File: config.mk
export PLATFORM = sky130hd
export DESIGN_NAME = rgb_pwm_sequencer
export DESIGN_NICKNAME = d
export VERILOG_FILES = /design/src/rtl/rgb_pwm_sequencer.sv
export SDC_FILE = /design/constraint.sdc
export NUM_CORES = 1
export LEC_CHECK = 0
export CAP_MARGIN = 10
export CORE_MARGIN = 3
export CORE_UTILIZATION = 53
export CTS_CLUSTER_SIZE = 14
export DETAILED_ROUTE_END_ITERATION = 16
export HOLD_SLACK_MARGIN = 0.06
export PLACE_DENSITY = 0.84
export SETUP_SLACK_MARGIN = 0.02
export SLEW_MARGIN = 5
export SYNTH_ARGS = -nofsm -noshare
export SYNTH_HDL_FRONTEND = slang
export SYNTH_SLANG_ARGS = --single-unit
File: constraint.sdc
create_clock -name clk -period 5.7 [get_ports clk]
set_input_delay 1.425 -clock clk [delete_from_list [all_inputs] [get_ports clk]]
set_output_delay 1.425 -clock clk [all_outputs]
set_load 0.005 [all_outputs]
File: src/rtl/rgb_pwm_sequencer.sv
// Six-colour RGB wheel sequencer: prescaled PWM dimming, per-colour dwell,
// in-phase or staggered colour assignment across NUM_LEDS LEDs.
module rgb_pwm_sequencer #(
    parameter int NUM_LEDS = 2,
    parameter int PWM_BITS = 4,
    parameter int DIV      = 2,
    parameter int HOLD     = 2
) (
    input  logic                clk,
    input  logic                rst,
    input  logic                en,
    input  logic                mode,
    input  logic [PWM_BITS-1:0] bright,
    output logic [NUM_LEDS-1:0] led_r,
    output logic [NUM_LEDS-1:0] led_g,
    output logic [NUM_LEDS-1:0] led_b,
    output logic [2:0]          color_idx,
    output logic                period_pulse
);

    localparam int DIV_W  = (DIV > 1) ? $clog2(DIV) : 1;
    localparam int HOLD_W = (HOLD > 1) ? $clog2(HOLD) : 1;
    localparam logic [DIV_W-1:0]    DIV_LAST  = DIV_W'(DIV - 1);
    localparam logic [HOLD_W-1:0]   HOLD_LAST = HOLD_W'(HOLD - 1);
    localparam logic [PWM_BITS-1:0] PWM_MAX   = '1;

    logic [DIV_W-1:0]    div_cnt;
    logic [PWM_BITS-1:0] pwm_cnt;
    logic [PWM_BITS-1:0] bright_q;
    logic [HOLD_W-1:0]   hold_cnt;
    logic                tick;
    logic                wrap;
    logic                pwm_on;
    logic [NUM_LEDS-1:0] r_nxt;
    logic [NUM_LEDS-1:0] g_nxt;
    logic [NUM_LEDS-1:0] b_nxt;

    // Offsets never exceed 5+7=12, so two conditional subtracts replace a modulo.
    function automatic logic [2:0] wrap6(input logic [3:0] v);
        logic [3:0] r;
        r = v;
        if (r >= 4'd6) r = r - 4'd6;
        if (r >= 4'd6) r = r - 4'd6;
        return r[2:0];
    endfunction

    function automatic logic [2:0] color_map(input logic [2:0] idx);
        logic [2:0] rgb;
        case (idx)
            3'd0:    rgb = 3'b100;
            3'd1:    rgb = 3'b110;
            3'd2:    rgb = 3'b010;
            3'd3:    rgb = 3'b011;
            3'd4:    rgb = 3'b001;
            3'd5:    rgb = 3'b101;
            default: rgb = 3'b000;
        endcase
        return rgb;
    endfunction

    assign tick   = en && (div_cnt == DIV_LAST);
    assign wrap   = tick && (pwm_cnt == PWM_MAX);
    assign pwm_on = (pwm_cnt < bright_q);

    for (genvar i = 0; i < NUM_LEDS; i++) begin : g_led
        logic [2:0] led_idx;
        logic [2:0] rgb;
        assign led_idx  = mode ? wrap6({1'b0, color_idx} + 4'(i)) : color_idx;
        assign rgb      = color_map(led_idx);
        assign r_nxt[i] = en & rgb[2] & pwm_on;
        assign g_nxt[i] = en & rgb[1] & pwm_on;
        assign b_nxt[i] = en & rgb[0] & pwm_on;
    end

    // Timing state: everything holds while en is low.
    always_ff @(posedge clk) begin
        if (rst) begin
            div_cnt   <= '0;
            pwm_cnt   <= '0;
            hold_cnt  <= '0;
            bright_q  <= '0;
            color_idx <= 3'd0;
        end else if (en) begin
            if (tick) begin
                div_cnt <= '0;
                pwm_cnt <= pwm_cnt + 1'b1;
            end else begin
                div_cnt <= div_cnt + 1'b1;
            end
            if (wrap) begin
                bright_q <= bright;
                if (hold_cnt == HOLD_LAST) begin
                    hold_cnt  <= '0;
                    color_idx <= (color_idx == 3'd5) ? 3'd0 : color_idx + 3'd1;
                end else begin
                    hold_cnt <= hold_cnt + 1'b1;
                end
            end
        end
    end

    // Output registers: one cycle behind the timing state.
    always_ff @(posedge clk) begin
        if (rst) begin
            led_r        <= '0;
            led_g        <= '0;
            led_b        <= '0;
            period_pulse <= 1'b0;
        end else begin
            led_r        <= r_nxt;
            led_g        <= g_nxt;
            led_b        <= b_nxt;
            period_pulse <= wrap;
        end
    end

endmodule
### Word-level counts from Yosys, hierarchy flattened

Index checks and enable logic that the tools add are counted.

* multiplexer cells: 11
* add/subtract/negate cells: 9
* reductions and logical operators: 7
* order comparisons: 5
* bitwise gates (word level): 12
* eq/ne operators: 12

Operators by type and width (count)
* $pmux 3 s6: 2
* $eq 3x3->1 const B: 5
* $mux 3: 5
* $and 1x1->1: 12
* $eq 3x2->1 const B: 4
* $ge 4x3->1 const B: 3
* $mux 4: 2
* $eq 3x1->1 const B: 2
* $logic_not 3->1: 2
* $sub 3x3->3 const B: 2
* $add 3x1->4 const B: 1
* $add 4x1->4 const B: 1
* $eq 4x4->1 const B: 1
* $lt 4x4->1: 1
* $reduce_and 2->1: 2
* $sub 3x3->4 const B: 1
* $sub 4x3->4 const B: 1
* $add 3x1->3 const B: 1
* $ge 3x3->1 const B: 1
* $reduce_and 3->1: 1
* $add 1x1->1 const B: 2
* $logic_and 1x1->1: 2
* $mux 1: 2

* input port bits: 8
* word-level logic and storage cells: 65
* flip-flop bits (word level): 20
* output and inout port bits: 10

### Logic depth before layout (Yosys ltp)

Gate-level depths: netlist of run 1.

* depth in word-level cells: 10
* mapped depth: 9
* mapped depth without buffers: 9

### Worst setup path after synthesis of run 1

Ideal clock, no wire load.

* path type: in2reg
* start point: input port mode
* end point: register led_b[0]
* library setup time: 0.066 ns
* stages: 6
* path buffers: 1
* slack: 3.326 ns
* data required time: 5.634 ns
* data arrival time: 2.308 ns
* path through: clkbuf_8 > and4_1 > a21oi_1 > nand2_1 > mux2_2 > nor2_1

* longest elaborated chain between the ends: 5
* elaborated cells between the ends (all ways): 10
* those cells by class: eq/ne (5); mux (2); bitwise (2); reduce/logical (1)

Ends and longest elaborated chain
* start: declaration: line 12 `input logic mode,`
* $mux 3 *: line 68 `assign led_idx = mode ? wrap6({1'b0, color_idx} + 4'(i)) : color_idx;`
* $eq 3x3->1 (tied with other cells): line 49 `case (idx)`
* $pmux 3 s6 *: line 49
* $and 1x1->1 * (2 in series): line 72 `assign b_nxt[i] = en & rgb[0] & pwm_on;`
* end signal: assignment: line 112 `led_b <= b_nxt;`
* end: declaration: line 16 `output logic [NUM_LEDS-1:0] led_b,`

Every way passes the cells marked *; elsewhere a longest branch is shown, timed or not.
A chain may end at the register's enable or synchronous reset.

### Worst setup path in the final report of run 1

* start point: register color_idx[0]
* end point: output port color_idx[0]

RTL lines
* start: declaration: line 17 `output logic [2:0] color_idx,`
* start signal: assignment: line 94 `color_idx <= (color_idx == 3'd5) ? 3'd0 : color_idx + 3'd1;`

No word-level cell between the ends.

==> results.md, run 1 <==
- Outcome: finished clean
- Max IR drop VDD: 0.179 mV
- CTS Hold Buffers Added: 0
- Worst Hold Endpoint: bright_q[2]$_SDFFE_PP0P_
- Slew headroom: 63.8%
- GRT Total Usage: 18.1%
- Clock skew: 0.00492 ns
- Largest net degree at the start of global routing: 16
- Die width: 51.4 um
- Core Area: 1840 um^2
- Reg2reg path depth: 8
- Yosys top cell area share: 36.6%
- Share of layout cells above drive strength 1: 10.4%
- Crit-path cells: clkdlybuf4s50_1
- DR pass1 iterations: 4
- Worst Path Required: 4.28 ns
- Buf+Inv Stages, Crit Path: 1
- Worst-Margin Slew: 0.542 ns
- Most used DFF post-synth: dfxtp_1
- Element type at the critical path end: output port
- Setup_tns: 0 ns
- Async set-reset flop share out of synthesis: 0%
- Crit share post-route: 53.0%
- Minimum clock period after layout: 3.02 ns
- Worst Hold Launch: bright_q[2]$_SDFFE_PP0P_
- Number of synthesis warnings: 0
- Drt total wl: 2000 um
- Final hold viol count: 0
- Critical Path Max Stage Delay: 0.68 ns
- CTS tree: yes
- Synthesized flop and latch total: 20
- Hold depth: 2
- GPL Wtd Cong: 0.771
- Antenna cells: 0
- Max clock buf depth: 2
- Worst Hold Class: reg -> reg
- Final nets: 151
- CP Launch Type: flip-flop
- RSZ-0062 raised after global routing: false
- DRT iter0 DRCs: 29
- Antenna-violating nets left: 0
- Top cells by area, synth: dfxtp_1, ha_1, nor2_1
- CP max FO: 15
- Die height: 51.4 um
- EDFF count, synth: 0
- Post-synthesis cell area: 1090 um^2
- Mean Syn Cell Area: 9.27 um^2
- Post-CTS Setup Repair Bufs: 0
- Reg2reg setup slack: 3.10 ns
- Vias in the first global route: 877
- Clk root buf: clkbuf_4
- Peak Freq: 331 MHz
- # setup viols final: 0
- Worst EP arrival: 1.60 ns
- Cell variety after synth: 38
- Reg2Reg Launch Point: color_idx[0]$_SDFFE_PP0P_
- Max_cap viols: 0
- Io pins: 18
- Seq/Total Area, Yosys: 36.6%
- Post-Synthesis Cells: 118
- DRC: 0
- Max-slew violation count: 0
- Critical path class: reg -> out
- DIE AREA: 2640 um^2
- Yosys top cell by area: dfxtp_1
- HPWL Detailed: 1480 um
- Clk Latency, worst-skew pair: 0.30 ns
- Reg clk slew, reported paths: 0.12 ns
- Post-cts resize count: 0
- Initial antenna violation count: 0
- Port-buffer cells: 17
- Row count: 15
- Crit-path slowest cell: dfxtp_1
- Drt wl/cell: 12.6 um
- Static leakage: 0.498 nW
- CP delay by family, top: flip-flops
- PD cells: 209 nW/um^2
- Net count after synthesis: 134
- Htree depth: 1
- Fin Hold WS: 0.509 ns
- Vias: 893
- Layout area overhead: 18.9%
- R2R Path End: led_r[1]$_SDFF_PP0_
- Clock tree sinks: 20
- First-pass GRT wire length: 3710 um
- CTS Buf Count: 3
- DR vias/cell: 5.62
- GRT overflow: 0
- Initial cell density of the core: 59.5%
-- Yosys cell counts, types with 2 or more instances --
library cell	n
nand2_1	4
mux2i_1	6
ha_1	8
a21oi_1	6
nor2_1	18
buf_6	2
dfxtp_1	20
o21ai_0	8
nor3_1	2
xnor2_1	4
inv_1	8
a211oi_1	3
a211o_1	2
xor2_1	3
-- report_power, final --
group / leakage (nW) / internal, W / switching (W)
registers: 0.161 / 0.000141 / 0.00000188
logic: 0.309 / 0.00000756 / 0.00000596
clock network: 0.0279 / 0.0000710 / 0.0000438
-- routing by layer --
layer	vias to the layer above	track usage, %	wire length (um)
met2	28	32.6	963
met4	0	6.99	29
met5	-	0	0
li1	443	-	-
met3	4	2.92	101
met1	418	21.2	908
-- logic make-up (layout without fill, tap and decap cells) --
group / Yosys count / in the layout / synth area share (%)
compound gates: 26 / 26 / 16.9
xor+xnor: 8 / 8 / 7.09
fa+ha+maj: 8 / 8 / 9.15
buf+inv: 13 / 29 / 7.09
flops: 20 / 20 / 36.6
mux: 7 / 7 / 6.52
simple gates: 36 / 36 / 16.6
-- worst max-delay path by stage --
stage	cells past startpoint	slack, ns	from	endpoint
2_1_floorplan	6	3.33	mode	led_b[0]$_SDFF_PP0_
3_3_place_gp	6	2.72	en	color_idx[2]$_SDFFE_PP0P_
3_5_place_dp	6	2.63	en	color_idx[2]$_SDFFE_PP0P_
4_1_cts	1	2.68	color_idx[0]$_SDFFE_PP0P_	color_idx[0]
5_1_grt	1	2.60	color_idx[0]$_SDFFE_PP0P_	color_idx[0]
6_report	1	2.68	color_idx[0]$_SDFFE_PP0P_	color_idx[0]
-- cell type report --
class                           instances  area (um^2)
Clock buffer                            3         22.5
Clock inverter                          1         30.0
Fill cell                             165          539
Inverter                                8         30.0
Multi-Input combinational cell         85          616
Sequential cell                        20          400
Tap cell                               25         31.3
Timing Repair Buffer                   17          170
-- through the flow --
step                      total power (W)  setup slack [ns]  cells  instance area, um^2  utilization (%)
after CTS                        0.000273              2.68    159                 1300             70.7
after global routing             0.000282              2.60    159                 1300             70.7
after global placement           0.000159              2.72    155                 1250             67.8
final                            0.000272              2.68    159                 1300             70.7
after detailed placement         0.000160              2.63    155                 1250             67.8
after floorplan                  0.000153              3.33    118                 1090                -
-- cell usage in the layout, fill, tap and decap left out, drive strengths merged, types with 2 or more instances in the layout --
master / n
dfxtp: 20
nor2: 19
clkdlybuf4s50: 17
inv: 8
o21ai: 8
ha: 8
mux2i: 6
a21oi: 6
nand2: 5
xnor2: 4
xor2: 4
a211oi: 3
clkbuf: 3
a211o: 2
nor3: 2
nand3: 2
and2: 2
a311oi: 2
-- registers in the layout, summed over array words and instances (netlist names), 2 cells and up --
register	cells
pwm_cnt	4
led_b	2
led_g	2
color_idx	3
bright_q	4
led_r	2
-- worst min-delay path, delay by kind of cell (launching register included) --
kind             cells  cell delay (ns)
flip-flops           1             0.35
multiplexers         1             0.07
AND/OR/NAND/NOR      1             0.07
(Power assumes the default switching activity.)
==> inputs of run 2 (changes only) <==
- CORE_UTILIZATION: 53 -> 46
- PLACE_DENSITY: 0.84 -> 0.78
- clock period: 5.7 -> 2.4 ns (I/O delays scaled with it)
==> results.md, run 2 (synthesis gave the netlist of run 1 again) <==
- Minimum clock period after layout: 2.20 ns
- Reg2reg setup slack: 0.20 ns
- Drt total wl: 1970 um
- GRT Total Usage: 15.2%
- Max clock buf depth: 2
- Peak Freq: 454 MHz
- Reg clk slew, reported paths: 0.12 ns
- Max-slew violation count: 0
- PD cells: 486 nW/um^2
- Pre-CTS setup slack: 0.213 ns
- Met3 Wirelength: 90 um
- Setup crit end: led_r[1]$_SDFF_PP0_
- Met2 Wirelength: 940 um
- Critical Path Source: color_idx[0]$_SDFFE_PP0P_
- Die height: 54.8 um
- Reg power frac: 51.9%
- Die width: 54.8 um
- Static leakage: 0.529 nW
- Switch Pwr: 0.000131 W
- Element type at the critical path end: flip-flop
- Clk Latency, worst-skew pair: 0.31 ns
- Uppermost routed layer: met4
- GPL Wtd Cong: 0.887
- CTS tree: yes
- Vias: 870
- Max IR drop VDD: 0.379 mV
- Regs by FF count: bright_q (4), pwm_cnt (4), color_idx (3)
- Critical path class: reg -> reg
- Worst-Margin Slew: 0.476 ns
- First-pass GRT wire length: 3150 um
- Most frequent cells in the layout: dfxtp_1, nor2_1, clkdlybuf4s50_1
- Htree depth: 1
- CP Launch Type: flip-flop
- Comb pwr share: 5.1%
- Layout area overhead: 23.3%
- Pint: 0.000524 W
- Clk root buf: clkbuf_4
- Final hold viol count: 0
- DR pass1 iterations: 3
- Slew headroom: 68.1%
- DR vias/cell: 5.18
- Clk network pwr share: 43.1%
- Initial cell density of the core: 49.0%
- Area after DPL: 1300 um^2
- Post-cts resize count: 0
- HPWL Detailed: 1530 um
- # setup viols final: 0
- Max_cap viols: 0
- Metal-1 WL: 890 um
- Core Area: 2230 um^2
- DRC: 0
- Reg2reg path depth: 8
- Antenna cells: 0
- Row count: 17
- Initial antenna violation count: 0
- Share of layout cells above drive strength 1: 14.3%
- Setup ws final: 0.196 ns
- Final nets: 157
- Clock tree sinks: 20
- Switching Share: 20.1%
- Crit share post-route: 91.8%
- Post-CTS Setup Repair Bufs: 0
- RSZ-0062 raised after global routing: false
- R2R Path End: led_r[1]$_SDFF_PP0_
- Reg2Reg Launch Point: color_idx[0]$_SDFFE_PP0P_
- Port-buffer cells: 17
- Worst Hold Class: reg -> reg
- DIE AREA: 3000 um^2
- Layout Cell Area excl Fill: 1350 um^2
- Vias in the first global route: 758
- Setup_tns: 0 ns
- CP max FO: 6
- CTS Buf Count: 3
- Io pins: 18
- Outcome: finished clean
- Worst EP arrival: 2.43 ns
- Commonest non-fill, non-tap cell in the layout: dfxtp_1
- Largest net degree at the start of global routing: 15
- DRT iter0 DRCs: 7
- Drt wl/cell: 11.7 um
- Worst Path Required: 2.62 ns
- Clock skew: 0.00579 ns
- GRT overflow: 0
- Antenna-violating nets left: 0
- CTS Hold Buffers Added: 0
-- run 2: cell count changes in the layout (fill, tap and decap cells not counted) --
cell,before,now
buf_4,0,6
-- run 2: worst min path at each step --
stage                                   from                        to  slack (ns)  depth (start not counted)
floorplan           bright_q[1]$_SDFFE_PP0P_  bright_q[1]$_SDFFE_PP0P_        0.46                          2
global placement    bright_q[1]$_SDFFE_PP0P_  bright_q[1]$_SDFFE_PP0P_        0.48                          2
detailed placement  bright_q[0]$_SDFFE_PP0P_  bright_q[0]$_SDFFE_PP0P_        0.49                          2
CTS                 bright_q[0]$_SDFFE_PP0P_  bright_q[0]$_SDFFE_PP0P_        0.52                          2
global route        bright_q[2]$_SDFFE_PP0P_  bright_q[2]$_SDFFE_PP0P_        0.56                          2
finish              bright_q[2]$_SDFFE_PP0P_  bright_q[2]$_SDFFE_PP0P_        0.51                          2
-- run 2: power groups by stage --
| stage | Sequential, W | Clock (W) | Combinational (W) |
|---|---|---|---|
| final | 0.000340 | 0.000282 | 0.0000331 |
| after global routing | 0.000341 | 0.000303 | 0.0000363 |
| after CTS | 0.000340 | 0.000291 | 0.0000336 |
| after detailed placement | 0.000347 | 0 | 0.0000333 |
| after global placement | 0.000347 | 0 | 0.0000321 |
| after floorplan | 0.000346 | 0 | 0.0000175 |
-- run 2: metal layers --
metal,vias up,global-route usage (%)
met4,0,10.4
li1,451,-
met1,398,18.0
met5,-,0
met2,16,24.0
met3,5,3.27
-- run 2: area by class of cell --
class	count	area (um^2)
Clock inverter	1	30.0
Clock buffer	3	22.5
Timing Repair Buffer	23	215
Fill cell	227	885
Inverter	8	30.0
Tap cell	28	35.0
Multi-Input combinational cell	85	616
Sequential cell	20	400
-- run 2: critical path: stages, from the launching register on --
cell and delay, ns:
dfxtp_1 0.45, ha_1 0.29, xor2_2 0.19, ha_1 0.28
o21ai_0 0.14, a311oi_1 0.30, o22a_2 0.21, a21oi_1 0.06
and2_2 0.20
-- run 2: metrics by stage --
stage	total power, W	utilization, %	hold slack [ns]	instances
2_1_floorplan	0.000364	-	0.460	118
3_3_place_gp	0.000379	58.0	0.480	164
3_5_place_dp	0.000380	58.0	0.490	164
4_1_cts	0.000664	60.4	0.519	168
5_1_grt	0.000680	60.4	0.560	168
6_report	0.000655	60.4	0.513	168
